## config.mk

```make
export PLATFORM = sky130hd
export DESIGN_NAME = hex_scan_controller
export DESIGN_NICKNAME = d
export VERILOG_FILES = /design/src/rtl/hex_scan_controller.sv
export SDC_FILE = /design/constraint.sdc
export NUM_CORES = 1
export LEC_CHECK = 0
export CAP_MARGIN = 20
export CORE_MARGIN = 2
export CORE_UTILIZATION = 55
export DETAILED_ROUTE_END_ITERATION = 16
export PLACE_DENSITY = 0.82
export SYNTH_ARGS = -nofsm -noshare
export SYNTH_HDL_FRONTEND = slang
export SYNTH_SLANG_ARGS = --single-unit
```

## constraint.sdc

```tcl
create_clock -name i_clk -period 3.77 [get_ports i_clk]
set_input_delay 0.5655 -clock i_clk [delete_from_list [all_inputs] [get_ports i_clk]]
set_output_delay 0.5655 -clock i_clk [all_outputs]
set_load 0.005 [all_outputs]
```

## src/rtl/hex_scan_controller.sv

```systemverilog
// Four-digit multiplexed 7-segment scan controller with blanking gap, frame-atomic
// data update, leading-zero suppression and whole-display blink.
module hex_scan_controller #(
    parameter int unsigned SCAN_T  = 4,
    parameter int unsigned BLANK_T = 1,
    parameter int unsigned BLINK_T = 500
) (
    input  logic        i_clk,
    input  logic        i_rst_n,
    input  logic        i_en,
    input  logic        i_load,
    input  logic [15:0] i_data,
    input  logic [3:0]  i_dp,
    input  logic        i_blink,
    input  logic        i_lz_sup,
    output logic [3:0]  o_hex_en,
    output logic [7:0]  o_hex_seg,
    output logic [1:0]  o_digit_idx
);

    localparam logic [1:0] ST_IDLE  = 2'd0;
    localparam logic [1:0] ST_BLANK = 2'd1;
    localparam logic [1:0] ST_DRIVE = 2'd2;

    localparam int unsigned TMAX = (SCAN_T > BLANK_T) ? SCAN_T : BLANK_T;
    localparam int unsigned TW   = (TMAX > 1) ? $clog2(TMAX) : 1;
    localparam int unsigned BW   = (BLINK_T > 1) ? $clog2(BLINK_T) : 1;

    localparam logic [TW-1:0] SCAN_LAST  = TW'(SCAN_T - 1);
    localparam logic [TW-1:0] BLANK_LAST = TW'(BLANK_T - 1);
    localparam logic [BW-1:0] BLINK_LAST = BW'(BLINK_T - 1);

    logic [1:0]    r_state, w_state_d;
    logic [TW-1:0] r_tcnt, w_tcnt_d;
    logic [1:0]    r_idx, w_idx_d;
    logic [15:0]   r_sh_data, r_act_data, w_act_data_d;
    logic [3:0]    r_sh_dp, r_act_dp, w_act_dp_d;
    logic          r_pending, w_pending_d;
    logic [BW-1:0] r_bcnt, w_bcnt_d;
    logic          r_phase_off, w_phase_off_d;
    logic          w_frame_end, w_copy;
    logic [3:0]    w_nib;
    logic [6:0]    w_dec;
    logic          w_sup, w_lit;
    logic [3:0]    w_hex_en_d;
    logic [7:0]    w_hex_seg_d;

    always_comb begin
        w_state_d   = r_state;
        w_tcnt_d    = r_tcnt;
        w_idx_d     = r_idx;
        w_frame_end = 1'b0;
        if (!i_en) begin
            w_state_d = ST_IDLE;
            w_tcnt_d  = '0;
            w_idx_d   = 2'd0;
        end else begin
            case (r_state)
                ST_IDLE: begin
                    w_state_d = ST_BLANK;
                    w_tcnt_d  = '0;
                end
                ST_BLANK: begin
                    if (r_tcnt == BLANK_LAST) begin
                        w_state_d = ST_DRIVE;
                        w_tcnt_d  = '0;
                    end else begin
                        w_tcnt_d = r_tcnt + 1'b1;
                    end
                end
                ST_DRIVE: begin
                    if (r_tcnt == SCAN_LAST) begin
                        w_state_d   = ST_BLANK;
                        w_tcnt_d    = '0;
                        w_idx_d     = r_idx + 2'd1;
                        w_frame_end = (r_idx == 2'd3);
                    end else begin
                        w_tcnt_d = r_tcnt + 1'b1;
                    end
                end
                default: w_state_d = ST_IDLE;
            endcase
        end
    end

    // A load landing on the copy edge bypasses the shadow so it is never lost.
    always_comb begin
        w_copy       = i_en && ((r_state == ST_IDLE) || w_frame_end);
        w_act_data_d = r_act_data;
        w_act_dp_d   = r_act_dp;
        w_pending_d  = r_pending;
        if (w_copy) begin
            w_pending_d = 1'b0;
            if (i_load) begin
                w_act_data_d = i_data;
                w_act_dp_d   = i_dp;
            end else if (r_pending) begin
                w_act_data_d = r_sh_data;
                w_act_dp_d   = r_sh_dp;
            end
        end else if (i_load) begin
            w_pending_d = 1'b1;
        end
    end

    always_comb begin
        w_bcnt_d      = r_bcnt;
        w_phase_off_d = r_phase_off;
        if (!i_en) begin
            w_bcnt_d      = '0;
            w_phase_off_d = 1'b0;
        end else if (r_bcnt == BLINK_LAST) begin
            w_bcnt_d      = '0;
            w_phase_off_d = ~r_phase_off;
        end else begin
            w_bcnt_d = r_bcnt + 1'b1;
        end
    end

    // Outputs are computed from next-state values so they register in step with the FSM.
    always_comb begin
        w_nib = w_act_data_d[{w_idx_d, 2'b00} +: 4];
        case (w_idx_d)
            2'd3:    w_sup = i_lz_sup && (w_act_data_d[15:12] == 4'd0);
            2'd2:    w_sup = i_lz_sup && (w_act_data_d[15:8] == 8'd0);
            2'd1:    w_sup = i_lz_sup && (w_act_data_d[15:4] == 12'd0);
            default: w_sup = 1'b0;
        endcase
        case (w_nib)
            4'd0:    w_dec = 7'h3F;
            4'd1:    w_dec = 7'h06;
            4'd2:    w_dec = 7'h5B;
            4'd3:    w_dec = 7'h4F;
            4'd4:    w_dec = 7'h66;
            4'd5:    w_dec = 7'h6D;
            4'd6:    w_dec = 7'h7D;
            4'd7:    w_dec = 7'h07;
            4'd8:    w_dec = 7'h7F;
            4'd9:    w_dec = 7'h6F;
            default: w_dec = 7'h40;
        endcase
        w_lit       = (w_state_d == ST_DRIVE) && !w_sup;
        w_hex_en_d  = w_lit ? (4'b0001 << w_idx_d) : 4'b0000;
        w_hex_seg_d = (w_lit && !(i_blink && w_phase_off_d)) ?
                      {w_act_dp_d[w_idx_d], w_dec} : 8'h00;
    end

    always_ff @(posedge i_clk or negedge i_rst_n) begin
        if (!i_rst_n) begin
            r_state     <= ST_IDLE;
            r_tcnt      <= '0;
            r_idx       <= 2'd0;
            r_sh_data   <= 16'h0000;
            r_sh_dp     <= 4'h0;
            r_act_data  <= 16'h0000;
            r_act_dp    <= 4'h0;
            r_pending   <= 1'b0;
            r_bcnt      <= '0;
            r_phase_off <= 1'b0;
            o_hex_en    <= 4'h0;
            o_hex_seg   <= 8'h00;
        end else begin
            r_state     <= w_state_d;
            r_tcnt      <= w_tcnt_d;
            r_idx       <= w_idx_d;
            if (i_load) begin
                r_sh_data <= i_data;
                r_sh_dp   <= i_dp;
            end
            r_act_data  <= w_act_data_d;
            r_act_dp    <= w_act_dp_d;
            r_pending   <= w_pending_d;
            r_bcnt      <= w_bcnt_d;
            r_phase_off <= w_phase_off_d;
            o_hex_en    <= w_hex_en_d;
            o_hex_seg   <= w_hex_seg_d;
        end
    end

    assign o_digit_idx = r_idx;

endmodule
```

==> results_dict.tcl <==
set metrics [dict create \
    detail_route.vias_per_cell 5.77 \
    crit_family "multiplexers" \
    slew_headroom 0.585 \
    reg2reg_slack_ns 0.60 \
    rows 29 \
    tightest_slew_ns 0.622 \
    crit_slowest_cell "dfrtp_1" \
    slew_viol_final 0 \
    fin_crit_sh 0.841 \
    io_buffer_count 39 \
    critical_path_peak_fanout 9 \
    wirelength_mm 7.22 \
    num_vias 2441 \
    drtIter0Drc 96 \
    grt_use_total 0.221 \
    cts_buffer_depth 2 \
    synth_compound_area_frac 0.102 \
    cts-root-buf "clkbuf_8" \
    n_antenna_cell 0 \
    yosysSeqAreaShare 0.492 \
    worstSetupEndpointType "flop" \
    synth_xor_area_frac 0.0200 \
    irDropWorstVdd_mv 0.268 \
    ctsHoldBuffers 0 \
    crit_type "flop to flop" \
    cts_max_level 3 \
    route.detailed.drc 0 \
    insertion_delay_ns 0.36 \
    arrival_ns 3.43 \
    stdcell_area_um2 4140 \
    grt_max_degree 50 \
    fin_nets 384 \
    synth_top_family_by_area "multiplexers" \
    synthSimpleGateAreaFrac 0.124 \
    syn_to_final_growth_pct 18.1 \
    ant_nets 0 \
    fmax_mhz 315 \
    postPlaceCellArea_um2 3920 \
    grt_pass1_vias 2564 \
    timing.final.crit_period_ns 3.17 \
    die_h_um 83.9 \
    cp.depth 12 \
    syn_inst 298 \
    cp.required_ns 4.03 \
    synth_fa_ha_area_frac 0.0606 \
    synth.mux.area_fraction 0.151 \
    fin_util 0.663 \
    cts_buffers 9 \
    antenna_found_initial 0 \
    hold_viol 0 \
    setup_tns_ns 0 \
    max_cap_viol_count 0 \
    p_leak_nw 1.79 \
    power.density_nw_per_um2 477 \
    crit_chain "inv_1 -> ha_1 -> a31oi_4 -> nor2_4 -> buf_4 -> mux2_2 -> mux2i_1 -> mux2_2 -> inv_1 -> ha_1 -> o21a_1 -> a211oi_1" \
    start_util 0.562 \
    rsz0062_at_grt "no" \
    gp_congestion 0.874 \
    yosysUniqueCellTypes 55 \
    finalClockSkew_ns 0.0115 \
    synthArstFlopShare 1.00 \
    gr-total-overflow 0 \
    wl_per_cell_um 17.1 \
    clock-sinks 69 \
    critPathMaxStageDelay_ns 0.42 \
    synth_seq_cells 69 \
    cts_tree "built" \
    cp.buffers_inverters 3 \
    die_x_um 83.9 \
    drive_gt1_frac 0.214 \
    grt_pass1_wl_mm 12.1 \
    setup_viol 0 \
    cts.repair.resized 0 \
    synth_fp_nets 341 \
    yosysWarnings 0 \
    outcome "complete, no violations" \
    hpwl_mm 5.20 \
    avgSynthCellArea_um2 11.8 \
    coreArea_um2 6240 \
    die_area_um2 7030 \
    first_pass_iters 4 \
    cts_setup_buffers 0 \
    io_pins 40 \
    cts.reportedPaths.clkPinSlew_ns 0.07 \
    synthFlopType "dfrtp_1" \
    syn-cell-area_um2 3510 \
    synth_edf_count 0 \
    rr_worst_depth 12 \
    startpoint_type "flop" \
    hold_path.class "input port to async pin" \
]
[synthesized netlist by cell type (5+ instances only)]
cell type,number,area [um2]
nor4_1,5,31.3
dfrtp_1,69,1730
o21ai_0,6,30.0
ha_1,17,213
nand2_1,10,37.5
mux2i_1,7,70.1
buf_6,5,56.3
inv_1,18,67.6
nor2_1,23,86.3
xnor2_1,7,61.3
nand4_1,7,43.8
a21oi_1,10,50.1
mux2_2,35,394
nor3_1,8,40.0
nand3_1,7,35.0
[layout make-up]
cell class / count / area [um2]
inverters: 18 / 67.6
fillers: 479 / 2100
repair buffers: 44 / 423
multi-input cells: 199 / 1600
clock inverters: 6 / 86.3
clock buffers: 10 / 138
well taps: 77 / 96.3
flip-flops and latches: 69 / 1730
[worst paths after layout]
| path | end | start |
|---|---|---|
| min in group i_clk | r_bcnt[0] | r_bcnt[0] |
| max | o_hex_seg[5] | r_state[0] |
| max reg2reg | o_hex_seg[5] | r_state[0] |
| max in group asynchronous | r_state[1] | i_rst_n |
| min reg2reg | r_bcnt[0] | r_bcnt[0] |
| min | r_sh_dp[2] | i_rst_n |
[placed cells by master, fill, tap and decap left out, types with 4 or more instances in the layout]
cell	count
o21ai_0	6
nand3_1	7
buf_4	5
dfrtp_1	69
mux2i_1	7
nand2_1	10
ha_1	17
a21oi_1	10
clkbuf_8	10
nor4_1	5
mux2_2	35
xnor2_1	7
nor3_1	8
nand2b_1	4
nor2_1	23
inv_1	18
clkdlybuf4s50_1	38
nand4_1	7
[kinds of logic (layout without fill, tap and decap cells)]
family                   Yosys count  in the layout
AND/OR/NAND/NOR                   82             82
flip-flops                        69             69
AO/OA/AOI/OAI                     47             47
multiplexers                      45             45
buffers and inverters             30             78
adder cells (fa/ha/maj)           17             17
XOR/XNOR                           8              8
[metrics by stage]
| stage | setup slack (ns) | total power, W | hold slack [ns] | cells |
|---|---|---|---|---|
| detailed placement | 0.370 | 0.00130 | 0.482 | 407 |
| CTS | 0.613 | 0.00198 | 0.159 | 423 |
| global placement | 0.415 | 0.00129 | 0.478 | 407 |
| global route | 0.412 | 0.00206 | 0.186 | 423 |
| finish | 0.598 | 0.00198 | 0.155 | 423 |
| floorplan | 0.989 | 0.00118 | 0.270 | 298 |
[registers in the layout, indices dropped and copies added (netlist names)]
signal       count
r_act_data      16
r_sh_data       16
r_bcnt           9
o_hex_seg        8
o_hex_en         4
r_act_dp         4
r_sh_dp          4
o_digit_idx      2
r_state          2
r_tcnt           2
r_pending        1
r_phase_off      1
[layer usage]
metal | global-route usage | routed length [um]
met5 | 0 | 0
met4 | 0.107 | 150
met3 | 0.0415 | 291
met2 | 0.372 | 3700
met1 | 0.275 | 3080
[report_power, final]
| group | internal [W] | switching (W) |
|---|---|---|
| registers | 0.000836 | 0.0000445 |
| logic | 0.000190 | 0.000228 |
| clock network | 0.000389 | 0.000289 |
| total | 0.00141 | 0.000561 |
Note: power is estimated with default switching activity, not from simulation.
